### src/rtl/lut_neuron_array.sv
// Array of run-time loadable LUT neurons behind a two-stage valid/ready pipeline.
// Tables are written in CONFIG, queried in RUN, and DRAIN flushes in-flight beats before reconfig.

module lut_neuron #(
   parameter int IN_BITS  = 6,
   parameter int OUT_BITS = 1
) (
   input  logic                clk,
   input  logic                rst_n,
   input  logic                we_i,
   input  logic [IN_BITS-1:0]  waddr_i,
   input  logic [OUT_BITS-1:0] wdata_i,
   input  logic                s1_en_i,
   input  logic [IN_BITS-1:0]  in_i,
   input  logic                s2_en_i,
   output logic [OUT_BITS-1:0] out_o
);
   logic [OUT_BITS-1:0] tbl_q [2**IN_BITS];
   logic [IN_BITS-1:0]  addr_q;
   logic [OUT_BITS-1:0] out_q;

   always_ff @(posedge clk or negedge rst_n) begin
      if (!rst_n) begin
         for (int a = 0; a < 2**IN_BITS; a++) tbl_q[a] <= '0;
         addr_q <= '0;
         out_q  <= '0;
      end else begin
         if (we_i)    tbl_q[waddr_i] <= wdata_i;
         if (s1_en_i) addr_q <= in_i;
         if (s2_en_i) out_q <= tbl_q[addr_q];
      end
   end

   assign out_o = out_q;
endmodule

module lut_neuron_array #(
   parameter int IN_BITS   = 6,
   parameter int OUT_BITS  = 1,
   parameter int N_NEURONS = 8,
   localparam int NW       = (N_NEURONS > 1) ? $clog2(N_NEURONS) : 1
) (
   input  logic                          clk,
   input  logic                          rst_n,
   input  logic                          cfg_start,
   input  logic                          cfg_done,
   input  logic                          cfg_we,
   input  logic [NW-1:0]                 cfg_neuron,
   input  logic [IN_BITS-1:0]            cfg_addr,
   input  logic [OUT_BITS-1:0]           cfg_data,
   output logic                          cfg_err,
   output logic                          busy,
   input  logic                          in_valid,
   output logic                          in_ready,
   input  logic [N_NEURONS*IN_BITS-1:0]  in_data,
   output logic                          out_valid,
   input  logic                          out_ready,
   output logic [N_NEURONS*OUT_BITS-1:0] out_data
);
   typedef enum logic [1:0] {ST_CONFIG, ST_RUN, ST_DRAIN} state_e;

   localparam logic [NW:0] N_LIM = (NW+1)'(N_NEURONS);

   state_e state_q, state_d;
   logic   s1_vld_q, s1_vld_d, s2_vld_q, s2_vld_d;
   logic   cfg_err_q, cfg_err_d;
   logic   s1_load, s2_load, in_fire, nbad, wr_ok;

   // cfg_done is only looked at in CONFIG and cfg_start only in RUN, which gives the
   // required priority when both pulse together.
   always_comb begin
      state_d = state_q;
      case (state_q)
         ST_CONFIG: if (cfg_done) state_d = ST_RUN;
         ST_RUN:    if (cfg_start) state_d = ST_DRAIN;
         ST_DRAIN:  if (!s1_vld_q && !s2_vld_q) state_d = ST_CONFIG;
         default:   state_d = ST_CONFIG;
      endcase
   end

   assign s2_load  = !s2_vld_q || out_ready;
   assign s1_load  = !s1_vld_q || s2_load;
   assign in_ready = (state_q == ST_RUN) && s1_load;
   assign in_fire  = in_valid && in_ready;
   assign s2_vld_d = s2_load ? s1_vld_q : s2_vld_q;
   assign s1_vld_d = s1_load ? in_fire : s1_vld_q;

   assign nbad      = {1'b0, cfg_neuron} >= N_LIM;
   assign wr_ok     = cfg_we && (state_q == ST_CONFIG) && !nbad;
   assign cfg_err_d = cfg_err_q || (cfg_we && !wr_ok);

   always_ff @(posedge clk or negedge rst_n) begin
      if (!rst_n) begin
         state_q   <= ST_CONFIG;
         s1_vld_q  <= 1'b0;
         s2_vld_q  <= 1'b0;
         cfg_err_q <= 1'b0;
      end else begin
         state_q   <= state_d;
         s1_vld_q  <= s1_vld_d;
         s2_vld_q  <= s2_vld_d;
         cfg_err_q <= cfg_err_d;
      end
   end

   for (genvar n = 0; n < N_NEURONS; n++) begin : g_neuron
      lut_neuron #(.IN_BITS(IN_BITS), .OUT_BITS(OUT_BITS)) u_neuron (
         .clk     (clk),
         .rst_n   (rst_n),
         .we_i    (wr_ok && (cfg_neuron == NW'(n))),
         .waddr_i (cfg_addr),
         .wdata_i (cfg_data),
         .s1_en_i (in_fire),
         .in_i    (in_data[n*IN_BITS +: IN_BITS]),
         .s2_en_i (s2_load && s1_vld_q),
         .out_o   (out_data[n*OUT_BITS +: OUT_BITS])
      );
   end

   assign out_valid = s2_vld_q;
   assign busy      = (state_q != ST_CONFIG);
   assign cfg_err   = cfg_err_q;
endmodule
### config.mk
export PLATFORM = sky130hd
export DESIGN_NAME = lut_neuron_array
export DESIGN_NICKNAME = d
export VERILOG_FILES = /design/src/rtl/lut_neuron_array.sv
export SDC_FILE = /design/constraint.sdc
export NUM_CORES = 1
export LEC_CHECK = 0
export CAP_MARGIN = 40
export CORE_MARGIN = 1.5
export CORE_UTILIZATION = 40
export CTS_CLUSTER_SIZE = 20
export DETAILED_ROUTE_END_ITERATION = 8
export PLACE_DENSITY = 0.67
export SYNTH_ARGS = -nofsm -noshare
export SYNTH_HDL_FRONTEND = slang
export SYNTH_SLANG_ARGS = --single-unit
### constraint.sdc
create_clock -name clk -period 2.1 [get_ports clk]
set_clock_uncertainty 0.15 [all_clocks]
set_input_delay 0.315 -clock clk [delete_from_list [all_inputs] [get_ports clk]]
set_output_delay 0.315 -clock clk [all_outputs]
set_load 0.005 [all_outputs]
==> qor.yml <==
synthMostInstantiatedCell: "dfrtp_1"
grt.busiest_layer: "met2"
max_slew.worst_pin.slew_ps: 649
ys_types: 43
cp-start-kind: "flop"
drive_gt1_frac: 0.504
wl_um: 95800
maxCapViolCount: 0
status: "complete, but fails checks"
nets: 2631
grt_start_max_net_pins: 91
met1_usage: 0.336
slowest_stage: "dfrtp_1"
io_pins: 77
dpl.cell_count: 3385
p_per_area_mw_per_mm2: 883
insertion_delay_ps: 620
vias: 20500
die_h_um: 271
synth_area_leaders: "dfrtp_1 (50%), mux2_2 (19%), mux4_2 (10%)"
grt_usage: 0.252
grtUsageMet2: 0.391
synth_area_mm2: 0.0288
globalRouteOverflowTotal: 0
core_mm2: 0.0714
ys.flop_type: "dfrtp_1"
synth_edf_count: 0
die_area_mm2: 0.0737
maxSlewViolCount: 0
netlist_instances: 2262
root_buffer: "clkbuf_16"
rsz0062_at_grt: "true"
critPathTopFamily: "buffers and inverters"
port_buffers: 76
cpPeakStageDelay_ps: 380
cts.sinks: 573
synth_nets: 2327
use_met3: 0.0640
relSlewSlack: 0.568
avgSynthCellArea_um2: 12.7
grt_pass1_vias: 21400
async_flop_share: 1.00
required_ps: 2420
finalPower_mw: 33.4
antenna_found_initial: 4
leakagePower_nw: 17.5
drt-wirelength-per-cell_um: 26.9
setup_viol: 407
cts_buffers: 67
finalCritPeriodShare: 1.09
grt_pass1_wl_um: 138000
cp_max_fo: 7
synth_top_cell_by_area: "dfrtp_1"
critPathArrivalTime_ps: 2620
ys_top_cells_by_count: "dfrtp_1 (573), mux2_2 (495), nand2_1 (426)"
hold_viol_final: 0
syn_to_final_growth_pct: 31.1
synth_top_area_frac: 0.497
firstDrtPassIters: 5
cp_num_buf_inv: 5
start_util: 0.404
endpoint_kind: "flop"
min_period_ps: 2290
stdcell_count: 3560
yosysSeqAreaShare: 0.497
ant_nets: 0
h-tree-depth: 3
viasPerCell: 5.75
fmax_mhz: 436
drc_errors: 0
drtIter0Drc: 2174
ir_drop_mv: 0.522
die_w_um: 271
criticalPathCategory: "reg -> reg"
yosysWarnings: 0
row_count: 98
clk_path_buf_depth: 3
failed_checks: "negative setup slack"
dp_hpwl_um: 61900
ys_ff_latch: 573
min_path_type: "in -> async"
gp_congestion: 0.941
cts_tree: "yes"
cts.reportedPaths.clkPinSlew_ps: 60
crit_chain: "nor2_2, buf_12, buf_8, nand3b_4, buf_8, nor3_4, buf_6, buf_12, nand2_4, mux2_4"
fin_ws_ps: -193
## final cells by class
class | instances | area, um2
repair buffers | 421 | 5480
inverters | 3 | 11.3
multi-input cells | 1500 | 14700
flip-flops and latches | 573 | 14300
well taps | 950 | 1190
clock buffers | 100 | 1980
fillers | 5798 | 33600
clock inverters | 12 | 123
diodes | 1 | 2.50
## stage by stage
step                TNS, ps   util  hold slack [ps]  instance area (um2)  setup WS, ps
floorplan                 0      -             -131                28800          76.3
global placement    -138540  0.467              111                33300          -556
detailed placement  -159490  0.467              111                33300          -594
CTS                  -32880  0.512             79.6                36500          -172
global route         -59330  0.530             85.0                37800          -250
finish               -31840  0.530             63.7                37800          -193
## sequential cells by signal, indices dropped and copies added, names as in the netlist
signal                    cells
s1_vld_q                      1
g_neuron.u_neuron.tbl_q     512
cfg_err                       1
g_neuron.u_neuron.addr_q     48
out_valid                     1
state_q                       2
g_neuron.u_neuron.out_o       8
## layout by cell type (no fill, tap or decap), types with 4 or more instances in the layout
cell type,synthesis,layout
nor2_1,135,67
clkbuf_8,0,14
nor2_8,8,8
a22oi_1,8,7
mux2_4,0,72
nand2_2,2,35
buf_12,0,122
clkbuf_1,98,17
nand2_4,0,40
nor4bb_1,8,7
nand3_1,20,18
nand2b_1,4,4
a211oi_1,9,8
o32ai_1,8,8
mux2_1,73,43
buf_16,0,14
clkbuf_16,0,84
nor3_1,16,16
mux2_2,495,453
clkdlybuf4s50_1,0,72
buf_8,0,6
nor2_2,8,33
o211a_1,8,8
a21oi_1,8,8
dfrtp_1,573,570
buf_4,21,182
mux2i_1,56,52
mux2i_2,0,4
nor3b_1,8,8
mux4_2,128,128
nor2_4,33,76
clkinv_2,0,6
buf_6,18,7
nand2_1,426,352
nor4b_1,8,6
## routing by layer
metal / wire length (um) / part of all wire / vias to the layer above
met5: 48 / 0.00050 / -
met1: 38600 / 0.40 / 10700
met3: 9320 / 0.097 / 214
li1: - / - / 8603
met4: 3730 / 0.039 / 8
met2: 44200 / 0.46 / 909
## cell families (layout without fill, tap and decap cells)
logic type | after synthesis | in the layout | share of synthesized area
and+or+nand+nor | 703 | 703 | 0.115
AOI/OAI and AO/OA | 45 | 45 | 0.0118
buffers and inverters | 189 | 536 | 0.0340
other | 0 | 1 | 0
muxes | 752 | 752 | 0.341
DFF | 573 | 573 | 0.497
## power by group
part / internal (mW) / switching (mW) / total [mW]
Clock: 6.74 / 4.64 / 11.4
Sequential: 11.8 / 1.23 / 13.1
Combinational: 4.72 / 4.20 / 8.93
## timing repair
| item | 4_1_cts | 5_1_grt |
|---|---|---|
| endpoints found under the hold margin | 349 | 0 |
| gates resized for setup | 151 | 212 |
| pin swaps | 27 | 27 |
| buffers inserted | 21 | 11 |
| endpoints found under the setup margin | 154 | 502 |
| hold buffers | 1 | 0 |
| gates cloned | 12 | 19 |
## worst register-to-register path, stage by stage (launching register included)
cell and delay (ps):
dfrtp_1 380, nor2_2 170, buf_12 150, buf_8 130, nand3b_4 90, buf_8 160
nor3_4 140, buf_6 210, buf_12 200, nand2_4 90, mux2_4 300
## worst paths after layout
kind                                 start                              to  slack [ps]  cells past startpoint
worst min register to register     cfg_err                         cfg_err         320                      1
max in group asynchronous            rst_n  g_neuron[4].u_neuron.tbl_q[10]         890                      4
worst min-delay path                 rst_n  g_neuron[1].u_neuron.addr_q[0]          60                      2
min in group clk                  cfg_done                      state_q[0]         140                      3
worst max-delay path            state_q[1]  g_neuron[0].u_neuron.tbl_q[47]        -190                     10
worst max register to register  state_q[1]  g_neuron[0].u_neuron.tbl_q[47]        -190                     10
Power figures use the tool's default switching activity.
==> variant: new RTL, same flow settings <==
`IN_BITS` is set to 6 in 2 places; all go to 5.
--- a/src/rtl/lut_neuron_array.sv
+++ b/src/rtl/lut_neuron_array.sv
@@ -2,7 +2,7 @@
 // Tables are written in CONFIG, queried in RUN, and DRAIN flushes in-flight beats before reconfig.
 
 module lut_neuron #(
-   parameter int IN_BITS  = 6,
+   parameter int IN_BITS  = 5,
    parameter int OUT_BITS = 1
 ) (
    input  logic                clk,
@@ -35,7 +35,7 @@
 endmodule
 
 module lut_neuron_array #(
-   parameter int IN_BITS   = 6,
+   parameter int IN_BITS   = 5,
    parameter int OUT_BITS  = 1,
    parameter int N_NEURONS = 8,
    localparam int NW       = (N_NEURONS > 1) ? $clog2(N_NEURONS) : 1
Ports: changed (resized cfg_addr and in_data); port bits go from 77 to 68. The function was not compared with the original's and may differ.
==> variant against the unedited design <==
  * Routed wire length is 48% lower
  * Largest cell class is now sequential cells
  * The run still ends with setup timing left
  * Largest power group unchanged
  * Worst setup slack better by 180 ps
  * Die area is 46% lower
  * Total power is 40% lower
  * Sequential share of layout area is 1.2 points higher
  * Global-route usage is 0.17 points lower
  * Sequential cell count is 264 lower
  * Synthesized area is 47% lower
  * Design area is 48% lower
  * Clock power is 40% lower
  * Worst hold slack better by 110 ps
  * Utilization is 0.62 points lower
  * Combinational power is 37% lower
  * Synthesized cell count is 33% lower
==> variant: results (changes against the unedited design) <==
- 49,500 µm — post-detailed-routing wire length, -48%
- 0.550 mV — worst vdd ir, +5.3%
- -22.9 ps — setup tns final, +31,820 ps
- 7.62% — complex-gate fraction of the synthesized area, +6.4 points
- 4 — final setup violation count, -99%
- 5.68 — post-DR vias/cell, -1.2%
- 6 — DR pass1 iterations, +1
- 37 — CTS Buf Count, -45%
- 2 — CTS H-Tree Depth, -1
- dfrtp_1 — CP max stage cell
- 25.0% — overall fraction of global-route tracks in use, -0.17 points
- 50.3% — register area share after synthesis, +0.53 points
- buffers and inverters — CP delay by family, top
- setup timing — failing checks
- 12,700 — via count of the first global-routing pass, -41%
- 42 — Synth cell types, -2.3%
- 21.2% — share of synthesized area spent on multiplexers, -13 points
- 0 — number of antenna violations at the first check in global routing, -4
- 33,200 µm — half-perimeter wire length after detailed placement, -46%
- 1,582 — Syn Nets, -32%
- 74 — largest net degree at the start of global routing, -19%
- 540 ps — Clk Latency, worst-skew pair, -80 ps
- 1,131 — DR iter-0 viols, -48%
- 3,259 — number of filler instances in the final layout, -44%
- 9.33 nW — leakage dissipation, -47%
- finished with violations — result of the run
- 1,749 — fin nets, -34%
- -14.6 ps — post-layout worst setup margin, +178 ps
- 55.5% — Slew headroom, -1.3 points
- dfrtp_1 (309), nand2_1 (194), nor2_1 (162) — top cell types by occurrence after synthesis
- 0.915 — gp weighted congestion, -2.8%
- primary input to flop — class of the tightest hold or removal check
- 0 — number of antenna cells inserted, -1
- dfrtp_1 (50%), mux2_2 (11%), mux2i_1 (8.3%) — biggest area contributors in the synthesized netlist
- 26.9% — layout cell share with drive strength beyond 1, -23 points
- 75,100 µm — first-pass GRT wire length, -46%
- 2380 ps — data arrival time of the critical path, -240 ps
- 67 — number of buffers added on ports, -12%
## variant: path summary, 6_finish.rpt
path	startpoint	end	slack [ps]	cells after the start
min	cfg_data	g_neuron[6].u_neuron.tbl_q[21]	170	3
max	state_q[1]	g_neuron[1].u_neuron.tbl_q[1]	-10	9
min reg2reg	cfg_err	cfg_err	310	1
min in group asynchronous	rst_n	g_neuron[0].u_neuron.tbl_q[28]	180	2
max in group asynchronous	rst_n	g_neuron[6].u_neuron.addr_q[0]	900	3
max reg2reg	state_q[1]	g_neuron[1].u_neuron.tbl_q[1]	-10	9
## variant: final cells by class
cell class / count / area, µm² / area share (%)
Clock buffer: 53 / 1090 / 5.51
Multi-Input combinational cell: 1107 / 7590 / 38.4
Clock inverter: 12 / 214 / 1.08
Inverter: 2 / 7.51 / 0.0380
Sequential cell: 309 / 7730 / 39.1
Timing Repair Buffer: 236 / 2490 / 12.6
Tap cell: 511 / 639 / 3.23
## variant: worst reg2reg max path, cell delays in order (launching register included)
cell       delay [ps]
dfrtp_1           390
buf_6             130
nor2_4            120
inv_2              80
nor3b_4           240
buf_6             180
nand2_8            80
clkbuf_16         200
nor2_2            130
mux2_4            300
## variant: power breakdown
group          internal, mW  leakage (nW)  switching [mW]  total [mW]
sequential             6.71          4.18           0.744        7.45
clock                  4.33         0.642            2.53        6.86
combinational          2.82          4.51            2.79        5.61
total                  13.9          9.33            6.06        19.9
## variant: cell families after synthesis
logic type | after synthesis
and+or+nand+nor | 598
DFF | 309
muxes | 304
AOI/OAI and AO/OA | 205
buffers and inverters | 110
## variant: what timing repair did
action | CTS | global route
setup buffers | 4 | 4
gates resized for setup | 12 | 170
hold buffers | 1 | 0
cloned | 0 | 5
endpoints found under the hold margin | 65 | 0
pin swaps | 3 | 7
setup endpoints to repair | 2 | 161
## variant: layer usage
| layer | global-route usage (%) | routed length (µm) | vias to the layer above |
|---|---|---|---|
| met4 | 10.7 | 2110 | 0 |
| li1 | - | - | 5657 |
| met3 | 5.97 | 3920 | 115 |
| met5 | 0 | 0 | - |
| met1 | 33.7 | 21000 | 6358 |
| met2 | 38.4 | 22400 | 535 |
## variant: per-stage QoR
stage | hold WS (ps) | area (µm²) | cells | setup WS [ps]
6_report | 170 | 19800 | 2230 | -14.6
5_1_grt | 166 | 19800 | 2230 | -78.6
4_1_cts | 123 | 19200 | 2222 | -23.6
3_5_place_dp | 149 | 17800 | 2152 | -380
3_3_place_gp | 130 | 17800 | 2152 | -348
2_1_floorplan | -131 | 15400 | 1526 | 142
